==> config.mk <==
export PLATFORM = sky130hd
export DESIGN_NAME = fetch_unit
export DESIGN_NICKNAME = d
export VERILOG_FILES = /design/src/rtl/fetch_unit.sv
export SDC_FILE = /design/constraint.sdc
export NUM_CORES = 1
export LEC_CHECK = 0
export BUFFER_PORTS_ARGS = -buffer_cell sky130_fd_sc_hd__buf_2
export CAP_MARGIN = 10
export CELL_PAD_IN_SITES_DETAIL_PLACEMENT = 0
export CELL_PAD_IN_SITES_GLOBAL_PLACEMENT = 1
export CORE_MARGIN = 10
export CORE_UTILIZATION = 45
export DETAILED_ROUTE_END_ITERATION = 12
export PLACE_DENSITY_LB_ADDON = 0.1
export SYNTH_ARGS = -nofsm -noshare
export SYNTH_HDL_FRONTEND = slang
export SYNTH_SLANG_ARGS = --single-unit
==> constraint.sdc <==
create_clock -name clk -period 2.18 [get_ports clk]
set_input_delay 0.109 -clock clk [delete_from_list [all_inputs] [get_ports clk]]
set_output_delay 0.109 -clock clk [all_outputs]
set_load 0.005 [all_outputs]
==> src/rtl/fetch_unit.sv <==
// Instruction fetch stage: issues word reads to a one-cycle-latency memory, buffers
// returned words in a small prefetch queue and hands them to decode.
module fetch_unit #(
  parameter int                ADDR_W   = 8,
  parameter int                DEPTH    = 4,
  parameter logic [ADDR_W-1:0] RESET_PC = '0
) (
  input  logic              clk,
  input  logic              rst_n,
  input  logic              fetch_en,
  input  logic              redirect_valid,
  input  logic [ADDR_W-1:0] redirect_pc,
  output logic              imem_req,
  output logic [ADDR_W-1:0] imem_addr,
  input  logic              imem_rvalid,
  input  logic [15:0]       imem_rdata,
  output logic              instr_valid,
  output logic [15:0]       instr,
  output logic [ADDR_W-1:0] instr_pc,
  input  logic              decode_stall
);

  localparam int PTR_W = $clog2(DEPTH);
  localparam int CNT_W = PTR_W + 1;
  localparam logic [CNT_W:0] DEPTH_O = (CNT_W + 1)'(DEPTH);
  localparam logic [CNT_W-1:0] DEPTH_C = CNT_W'(DEPTH);

  logic [ADDR_W-1:0] pc;
  logic [ADDR_W-1:0] req_pc;
  logic              inflight;
  logic [PTR_W-1:0]  rd_ptr;
  logic [PTR_W-1:0]  wr_ptr;
  logic [CNT_W-1:0]  count;
  logic [15:0]       q_instr [DEPTH];
  logic [ADDR_W-1:0] q_pc    [DEPTH];

  logic [CNT_W:0] occupancy;
  logic           push;
  logic           pop;

  // An in-flight request already owns a slot, so issuing only on spare credit
  // means a returning word can never find the queue full.
  assign occupancy = {1'b0, count} + {{CNT_W{1'b0}}, inflight};
  assign imem_req  = rst_n && fetch_en && !redirect_valid && (occupancy < DEPTH_O);
  assign imem_addr = pc;

  assign push = rst_n && imem_rvalid && inflight && !redirect_valid;
  assign pop  = rst_n && instr_valid && !decode_stall && !redirect_valid;

  assign instr_valid = (count != '0);
  assign instr       = instr_valid ? q_instr[rd_ptr] : 16'h0000;
  assign instr_pc    = instr_valid ? q_pc[rd_ptr] : '0;

  always_ff @(posedge clk) begin
    if (!rst_n) begin
      pc       <= RESET_PC;
      req_pc   <= RESET_PC;
      inflight <= 1'b0;
      rd_ptr   <= '0;
      wr_ptr   <= '0;
      count    <= '0;
    end else if (redirect_valid) begin
      pc       <= redirect_pc;
      inflight <= 1'b0;
      rd_ptr   <= '0;
      wr_ptr   <= '0;
      count    <= '0;
    end else begin
      inflight <= imem_req;
      if (imem_req) begin
        pc     <= pc + ADDR_W'(1);
        req_pc <= pc;
      end
      if (push) wr_ptr <= wr_ptr + PTR_W'(1);
      if (pop)  rd_ptr <= rd_ptr + PTR_W'(1);
      case ({push, pop})
        2'b10:   count <= count + CNT_W'(1);
        2'b01:   count <= count - CNT_W'(1);
        default: count <= count;
      endcase
    end
  end

  always_ff @(posedge clk) begin
    if (push) begin
      q_instr[wr_ptr] <= imem_rdata;
      q_pc[wr_ptr]    <= req_pc;
    end
  end

  a_count_bound: assert property (@(posedge clk) disable iff (!rst_n) count <= DEPTH_C);

endmodule

==> results by group <==
Routing
  • Via/cell ratio: 5.01
  • Final WL: 9300 um
  • Routed Antenna Nets: 0
  • DR vias: 2778
  • Initial DRT Pass Iterations: 4
  • Initial DRC count: 156
  • WL/cell: 16.8 um
  • Number of remaining DRC errors: 0

Pwr
  • Switching Fraction: 0.189
  • Worst VDD drop: 573 uV
  • Sw Pwr: 0.940 mW
  • Seq pwr share: 0.508
  • Clock share of power: 0.461
  • Int Pwr: 4.05 mW
  • Pleak: 2.18 nW
  • Comb pwr share: 0.031
  • PwrDens: 810 nW/um^2

Cells and area
  • Diode count: 0
  • Commonest non-fill, non-tap cell in the layout: edfxtp_1
  • Reg area: 3400 sq um
  • Area occupied by multi-input gates: 1350 sq um
  • FILL cells: 837
  • Share of layout cells above drive strength 1: 0.303
  • Layout Nets: 443
  • Layout Utilization: 0.591
  • Synth-to-Final Area Change: 26.5%
  • Most frequent cells in the layout: edfxtp_1 (96), buf_2 (63), dlygate4sd3_1 (28)

Critical path
  • WP data required: 2.61 ns
  • CP Capture Type: register
  • Crit Path Max Fanout: 10
  • Startpoint Class: primary input
  • Worst R2R End: count[2]$_SDFFE_PP0P_
  • R2r setup slk: 0.19 ns
  • Reg2reg path depth: 8
  • Launching point of the worst reg2reg path: count[1]$_SDFFE_PP0P_
  • Worst path arrival time: 2.44 ns
  • Crit Path Class: in2reg

Clock network
  • CTS Buf Count: 17
  • CTS tree: done
  • Clock Pin Slew Worst Setup and Hold Paths: 0.05 ns
  • CTS root buffer: clkbuf_8
  • Clk buf depth: 2
  • Clock Sinks: 122
  • Htree depth: 4
  • Latest clock arrival within the worst-skew pair: 0.50 ns
  • Setup Fix Bufs, Post-CTS: 0

Synthesis
  • Ys flop type: edfxtp_1
  • Mapped cell area: 4870 sq um
  • Yosys warns: 0
  • Post-synth EDFFs: 96
  • Async S/R FF share, synth: 0
  • Post-synthesis register bit count: 122
  • Synth cell types: 42
  • Net Count, Synth: 337
  • Seq/Total Area, Yosys: 0.699
  • Syn Inst Count: 300
  • Avg Synthesized Cell Area: 16.2 sq um

STA
  • Max-Slew Margin vs Limit: 0.661
  • Max Fclk: 497 MHz
  • Slew Limit Fails: 0
  • Final hold violations: 0
  • Worst-margin pin slew: 0.502 ns
  • RSZ-0062 raised after global routing: false
  • Tcrit/Tclk final: 0.923
  • Post-route minimum period: 2.01 ns
  • Fin Setup TNS: 0 ns
  • Post-Route Skew: 0.00860 ns
  • Final setup viols: 0

Outcome
  • Status: completed

Placement
  • PortBufs: 63
  • Routability cong.: 0.775
  • DP HPWL: 5800 um

GRT
  • First-pass GRT wire length: 15300 um
  • Total GRT Usage: 0.132
  • Initial antenna violation count: 0
  • Largest net degree at the start of global routing: 27
  • Number of global-route vias before repair: 3073
  • GR Overflow Total: 0

Floorplanning
  • Die Width: 124 um
  • I/O pin total: 64
  • Core Box Area: 10400 sq um
  • Starting Density: 0.468
  • Die area: 15400 sq um
  • Die Y: 124 um
  • # rows: 37

Worst hold path
  • Hold depth: 4
  • Hold Path Class: in2reg
  • Hold path startpoint: redirect_valid
  • Worst Hold Endpoint: imem_addr[6]$_SDFFE_PN0P_

Job
  • MaxCap Viol Count: 0
[per-layer routing]
| metal | track usage | part of all wire |
|---|---|---|
| met1 | 0.158 | 0.45 |
| met3 | 0.0507 | 0.063 |
| met2 | 0.212 | 0.48 |
| met4 | 0.0518 | 0.0086 |
| met5 | 0 | 0 |
[worst max-delay path, cell delays in order]
cell,delay [ns]
dlygate4sd3_1,0.53
buf_2,0.18
nand2b_2,0.10
buf_4,0.17
nor2_1,0.09
inv_1,0.06
ha_1,0.17
inv_1,0.06
fa_1,0.37
xor2_1,0.16
or3_1,0.30
a21oi_1,0.13
[cell usage after synthesis, types with 2 or more instances]
master	count	area [sq um]
a21oi_1	16	80.1
and2_1	5	31.3
and3_1	2	12.5
buf_2	4	20.0
buf_4	3	22.5
buf_6	2	22.5
clkbuf_1	4	15.0
dfxtp_1	26	521
edfxtp_1	96	2880
ha_1	6	75.1
inv_1	12	45.0
mux4_2	24	541
nand2_1	27	101
nand3_1	5	25.0
nand4_1	2	12.5
nor2_1	9	33.8
nor2b_1	24	150
o21a_1	2	15.0
o21ai_0	3	15.0
o2bb2ai_1	2	17.5
o31ai_1	2	15.0
xnor2_1	3	26.3
xor2_1	2	17.5
[flip-flops by register name, summed over array words and instances (netlist names), named ones only]
name and flops:
q_pc 32, wr_ptr 2, q_instr 64, inflight 1, rd_ptr 2, imem_addr 8, req_pc 8, count 3
[repair_timing]
action / CTS / global route
endpoints found under the hold margin: 76 / 0
endpoints found under the setup margin: 0 / 1
resized for setup: 0 / 1
hold buffers: 28 / 0
[kinds of logic (layout without fill, tap and decap cells)]
logic type,count (synthesis),count (layout),synth area share
flip-flops,122,122,0.699
AND/OR/NAND/NOR,82,82,0.0907
AO/OA/AOI/OAI,33,33,0.0437
buffers and inverters,27,146,0.0272
multiplexers,24,24,0.111
adder cells (fa/ha/maj),7,7,0.0195
XOR/XNOR,5,5,0.00899
[metrics by stage]
step | instances | power [mW] | hold slack (ns) | instance area, sq um | worst slack [ns]
after floorplan | 300 | 2.63 | 0.208 | 4870 | 0.173
after global placement | 495 | 2.70 | 0.324 | 5380 | 0.122
after detailed placement | 495 | 2.70 | 0.326 | 5380 | 0.0901
after CTS | 555 | 5.04 | 0.0408 | 6150 | 0.0781
after global routing | 555 | 5.18 | 0.0539 | 6160 | 0.0132
final | 555 | 4.99 | 0.0662 | 6160 | 0.168
[power by group through the flow]
stage               logic (mW)  clock network [mW]  registers [mW]
floorplan               0.0563                   0            2.58
global placement         0.115                   0            2.58
detailed placement       0.118                   0            2.58
CTS                      0.156                2.35            2.53
global route             0.175                2.47            2.54
finish                   0.155                2.30            2.54
[final cells by class]
cell class	count	area share
flip-flops and latches	122	0.553
multi-input cells	151	0.218
repair buffers	101	0.113
clock buffers	28	0.0772
well taps	136	0.0276
inverters	13	0.00792
clock inverters	4	0.00325
[worst max-delay path by stage]
stage | from | to | slack [ns] | depth (start not counted)
6_report | rst_n | count[2]$_SDFFE_PP0P_ | 0.17 | 12
5_1_grt | rst_n | count[2]$_SDFFE_PP0P_ | 0.01 | 12
4_1_cts | count[1]$_SDFFE_PP0P_ | count[2]$_SDFFE_PP0P_ | 0.08 | 8
3_5_place_dp | count[1]$_SDFFE_PP0P_ | count[2]$_SDFFE_PP0P_ | 0.09 | 8
2_1_floorplan | count[0]$_SDFFE_PP0P_ | count[2]$_SDFFE_PP0P_ | 0.17 | 8
3_3_place_gp | count[2]$_SDFFE_PP0P_ | count[2]$_SDFFE_PP0P_ | 0.12 | 8
(Power assumes the default switching activity.)
